## config.mk

```make
export PLATFORM = sky130hd
export DESIGN_NAME = fifo_rd_stream
export DESIGN_NICKNAME = d
export VERILOG_FILES = /design/src/rtl/fifo_rd_stream.sv
export SDC_FILE = /design/constraint.sdc
export NUM_CORES = 1
export LEC_CHECK = 0
export ABC_AREA = 1
export CAP_MARGIN = 40
export CELL_PAD_IN_SITES_DETAIL_PLACEMENT = 1
export CELL_PAD_IN_SITES_GLOBAL_PLACEMENT = 2
export CORE_ASPECT_RATIO = 1.5
export CORE_MARGIN = 1
export CORE_UTILIZATION = 32
export DETAILED_ROUTE_END_ITERATION = 8
export GPL_ROUTABILITY_DRIVEN = 0
export GPL_TIMING_DRIVEN = 0
export PLACE_DENSITY_LB_ADDON = 0.3
export SKIP_LAST_GASP = 1
export SYNTH_ARGS = -nofsm -noshare
export SYNTH_HDL_FRONTEND = slang
export SYNTH_SLANG_ARGS = --single-unit
```

## constraint.sdc

```tcl
create_clock -name rd_clk -period 12.95 [get_ports rd_clk]
set_input_delay 3.885 -clock rd_clk [delete_from_list [all_inputs] [get_ports rd_clk]]
set_output_delay 3.885 -clock rd_clk [all_outputs]
set_load 0.05 [all_outputs]
```

## src/rtl/fifo_rd_stream.sv

```systemverilog
`default_nettype none
// ============================================================================
//  Module      : fifo_rd_stream
//  Description : Read-side drain stage for an async FIFO (rd_clk domain).
//                Turns the FIFO pop interface (rd_en / empty / data one
//                cycle later) into a first-word-fall-through valid/ready
//                stream through a 2-entry prefetch buffer, with synchronous
//                flush and a delivered-word counter.
//  Revision    : 1.0  initial release
// ============================================================================
module fifo_rd_stream #(
    parameter int WIDTH     = 32,
    parameter int CNT_WIDTH = 32
) (
    input  logic                 rd_clk,
    input  logic                 rd_rst,
    input  logic                 fifo_empty,
    output logic                 fifo_rd_en,
    input  logic [WIDTH-1:0]     fifo_rd_data,
    input  logic                 flush,
    output logic                 m_valid,
    input  logic                 m_ready,
    output logic [WIDTH-1:0]     m_data,
    output logic [1:0]           level,
    output logic [CNT_WIDTH-1:0] word_cnt
);

    // Occupancy states; the encoding doubles as the level output.
    typedef enum logic [1:0] {
        EMPTY = 2'd0,
        ONE   = 2'd1,
        TWO   = 2'd2
    } state_t;

    localparam logic [CNT_WIDTH-1:0] c_CNT_ONE = {{(CNT_WIDTH-1){1'b0}}, 1'b1};
    localparam logic [2:0]           c_SLOTS   = 3'd2;

    state_t                 r_state;
    state_t                 w_state_next;
    logic [WIDTH-1:0]       r_mem [2];
    logic                   r_rd_ptr;
    logic                   r_wr_ptr;
    logic                   r_inflight;
    logic [CNT_WIDTH-1:0]   r_word_cnt;

    logic                   w_pop;
    logic                   w_push;
    logic [2:0]             w_occ;
    logic                   w_rd_en;

    // Handshake side: a word is offered whenever the buffer holds one,
    // except in a flush cycle, which must neither deliver nor count.
    assign m_valid = (r_state != EMPTY) && !flush;
    assign m_data  = r_mem[r_rd_ptr];
    assign w_pop   = m_valid && m_ready;

    // A returning word is dropped if it lands in the flush cycle.
    assign w_push  = r_inflight && !flush;

    // Committed slots after this cycle's pop: held words plus the word in
    // flight. A new pop request is issued only while a slot stays free, so
    // the buffer can never overflow. Gated by reset so the request is low
    // the instant reset rises, independent of the FIFO flag.
    assign w_occ   = {1'b0, r_state} + {2'b00, r_inflight} - {2'b00, w_pop};
    assign w_rd_en = !rd_rst && !fifo_empty && !flush && (w_occ < c_SLOTS);

    assign fifo_rd_en = w_rd_en;
    assign level      = r_state;
    assign word_cnt   = r_word_cnt;

    // Occupancy state register.
    always_ff @(posedge rd_clk or posedge rd_rst) begin
        if (rd_rst) begin
            r_state <= EMPTY;
        end else begin
            r_state <= w_state_next;
        end
    end

    // Next occupancy: push adds one, pop removes one, both cancel out;
    // flush empties the buffer unconditionally.
    always_comb begin
        w_state_next = r_state;
        case (r_state)
            EMPTY: begin
                if (w_push) begin
                    w_state_next = ONE;
                end
            end
            ONE: begin
                if (w_push && !w_pop) begin
                    w_state_next = TWO;
                end else if (!w_push && w_pop) begin
                    w_state_next = EMPTY;
                end
            end
            TWO: begin
                if (w_pop && !w_push) begin
                    w_state_next = ONE;
                end
            end
            default: begin
                w_state_next = EMPTY;
            end
        endcase
        if (flush) begin
            w_state_next = EMPTY;
        end
    end

    // Buffer storage: returned FIFO data is written at the write pointer.
    always_ff @(posedge rd_clk or posedge rd_rst) begin
        if (rd_rst) begin
            r_mem[0] <= '0;
            r_mem[1] <= '0;
        end else if (w_push) begin
            r_mem[r_wr_ptr] <= fifo_rd_data;
        end
    end

    // Circular pointers; flush realigns both to slot 0.
    always_ff @(posedge rd_clk or posedge rd_rst) begin
        if (rd_rst) begin
            r_rd_ptr <= 1'b0;
            r_wr_ptr <= 1'b0;
        end else if (flush) begin
            r_rd_ptr <= 1'b0;
            r_wr_ptr <= 1'b0;
        end else begin
            if (w_push) begin
                r_wr_ptr <= ~r_wr_ptr;
            end
            if (w_pop) begin
                r_rd_ptr <= ~r_rd_ptr;
            end
        end
    end

    // In-flight flag: the FIFO returns data the cycle after a pop request.
    always_ff @(posedge rd_clk or posedge rd_rst) begin
        if (rd_rst) begin
            r_inflight <= 1'b0;
        end else begin
            r_inflight <= w_rd_en;
        end
    end

    // Delivered-word counter, wraps naturally; only reset clears it.
    always_ff @(posedge rd_clk or posedge rd_rst) begin
        if (rd_rst) begin
            r_word_cnt <= '0;
        end else if (w_pop) begin
            r_word_cnt <= r_word_cnt + c_CNT_ONE;
        end
    end

endmodule
`default_nettype wire
```

==> impl_metrics.toml <==
[clock_tree]
ctsHoldBuffers = 0
post_cts_buffers = 0
clockBufferDepth = 2
cts_tree = "yes"
root_buffer = "clkbuf_16"
htreeDepth = 3
numCtsBuffers = 9
clk_pin_slew_ns = 0.07
clock_sinks = 101
cts_resized = 0
worstSkewPairLatency_ns = 0.36

[yosys]
yosys_warnings = 0
synth.area.top_cells = "dfrtp_1, nand2_1, mux2_2"
synthCells = 562
synth_flop_cell = "dfrtp_1"
async_reset_ff_share_pct = 100
synth-edff-count = 0
avgSynthCellArea_um2 = 8.64
ys_ff_latch = 101
yosysMostFrequentCell = "nand2_1"
synth-seq-area-share_pct = 52.1
ys_types = 30
synth_nets = 602
netlist_top_cells_count = "nand2_1, dfrtp_1, inv_1"
synth_top_area_share_pct = 52.1
syn_area_um2 = 4850
synth_largest_area_cell = "dfrtp_1"

[timing]
skew_ns = 0.0104
hold_ws_ns = 0.486
rsz0062_at_grt = "no"
finalSetupTns_ns = 0
drv_slew = 0
hold_viol = 0
clock.fmax_mhz = 89.6
slew_headroom_pct = 62.6
period_minus_slack_ns = 11.16
fin_crit_sh_pct = 86.2
tightestPinTransition_ns = 0.560
finalSetupViolCount = 0

[placement]
dp_cells = 863
place_area_um2 = 6170
detailedPlacementHpwl_mm = 10.2
portBuffers = 104

[global_routing]
grt_pass1_vias = 4637
grtUsageMet3_pct = 3.52
grt_antenna_before_repair = 0
grt_start_max_net_pins = 69
met1_usage_pct = 20.0
grt-ovfl-total = 0
busiest_layer = "met2"
grt_usage_pct = 18.9
grt_util_met2_pct = 35.1
grt_pass1_wl_mm = 22.7

[drt]
drtIter0Drc = 79
vias = 4102
post-route-drc-count = 0
ant_nets = 0
routed_wl_mm = 13.4
wire_per_inst_um = 15.3
vias_per_cell = 4.67
first_pass_iters = 4

[finish]
layout-drive-gt1-share_pct = 10.5
final_cells = 879
finalNetCount = 718
syn2layout_area_growth_pct = 33.8
num_antenna_cells = 0
stdcell_area_um2 = 6490

[critical_path]
rr_startpoint = "level[1]$_DFFE_PP0P_"
crit_type = "in -> out"
critPathLaunchType = "input pin"
rrSetupSlack_ns = 10.33
worstPathArrival_ns = 7.28
worstSetupEndpointType = "output port"
ff2ff_path_depth = 9
crit_fanout = 7
required_ns = 9.06
r2r_end = "r_inflight$_DFF_PP0_"

[floorplan]
core_um2 = 14700
die_area_um2 = 15700
num_io_pins = 105
die_h_um = 153
die_x_um = 103
rows = 54
start_util_pct = 33.1

[pwr]
power_switching_mw = 0.452
p_seq_share_pct = 35.9
power.total_mw = 1.17
p_leak_nw = 3.04
cellPowerDensity_nw_per_um2 = 180
pwr-share-clk_pct = 25.7
ir_drop_mv = 0.115
sw_frac_of_total_pct = 38.8
pwr-share-comb_pct = 38.4
p_int_mw = 0.714

[worst_hold_path]
hold-path-cell-count = 2
hold_class = "reg -> reg"
hp-start = "r_mem[29]$_DFFE_PP0P_"
worstHoldEndpoint = "r_mem[29]$_DFFE_PP0P_"

[run_status]
status = "finished clean"

[flow_run]
drv_cap = 0
## per-stage QoR
step	util, %	setup slack (ns)
final	44.3	1.79
after CTS	44.3	1.76
after detailed placement	42.1	1.78
after global placement	41.9	1.81
after global routing	44.3	1.59
after floorplan	-	2.17
## sequential cells by signal, summed over array words and instances (netlist names)
signal      count
r_rd_ptr        1
r_mem          64
r_inflight      1
r_wr_ptr        1
word_cnt       32
level           2
## critical path, stage by stage
cell and delay (ns):
clkdlybuf4s50_1 0.50, inv_1 0.21, nand3_4 0.15, inv_1 0.24
ha_1 0.28, or2_2 0.31, fa_1 0.50, nand2_1 0.06
nor4_1 0.29, clkdlybuf4s50_1 0.87
## layout by cell type (no fill, tap or decap), types with 3 or more instances in the layout
cell	count
nor2_1	42
clkdlybuf4s50_1	104
o21ai_0	69
nand2_1	160
nand2_2	3
xor2_1	11
dfrtp_1	101
clkbuf_16	9
buf_2	6
o21ai_1	4
clkbuf_1	12
mux2_2	32
nand3_1	13
nand4_1	6
nor2_2	4
inv_1	71
xnor2_1	7
nor2_4	3
## routing by layer
metal  up-vias  part of all wire [%]
li1       1992                     -
met2        69                    56
met1      2027                    38
met4         0                   2.2
met3        14                   3.7
met5         -                     0
## power groups by stage
stage | combinational [mW] | clock, mW | sequential, mW
after floorplan | 0.285 | 0 | 0.440
after global placement | 0.443 | 0 | 0.420
after detailed placement | 0.451 | 0 | 0.425
after CTS | 0.454 | 0.309 | 0.419
after global routing | 0.477 | 0.320 | 0.428
final | 0.447 | 0.300 | 0.419
## worst max-delay path by stage
stage | startpoint | to | slack (ns) | cells past startpoint
final | flush | fifo_rd_en | 1.79 | 10
after floorplan | flush | fifo_rd_en | 2.17 | 8
after global routing | flush | fifo_rd_en | 1.59 | 10
after CTS | flush | fifo_rd_en | 1.76 | 10
after detailed placement | flush | fifo_rd_en | 1.78 | 10
after global placement | flush | fifo_rd_en | 1.81 | 10
## cell type report
type / instances / area, µm²
fill: 1741 / 8170
clock inverter: 6 / 93.8
buffer: 18 / 75.1
multi-input combinational: 369 / 1970
timing repair buffer: 105 / 1070
tap: 196 / 245
sequential: 101 / 2530
inverter: 74 / 280
clock buffer: 10 / 229
## cell families after synthesis
group                    synth area share [%]
multiplexers                             7.42
flip-flops                               52.1
buffers and inverters                    7.27
AND/OR/NAND/NOR                          21.1
adder cells (fa/ha/maj)                 0.928
XOR/XNOR                                 3.25
AO/OA/AOI/OAI                            7.96
Note: power is estimated with default switching activity, not from simulation.
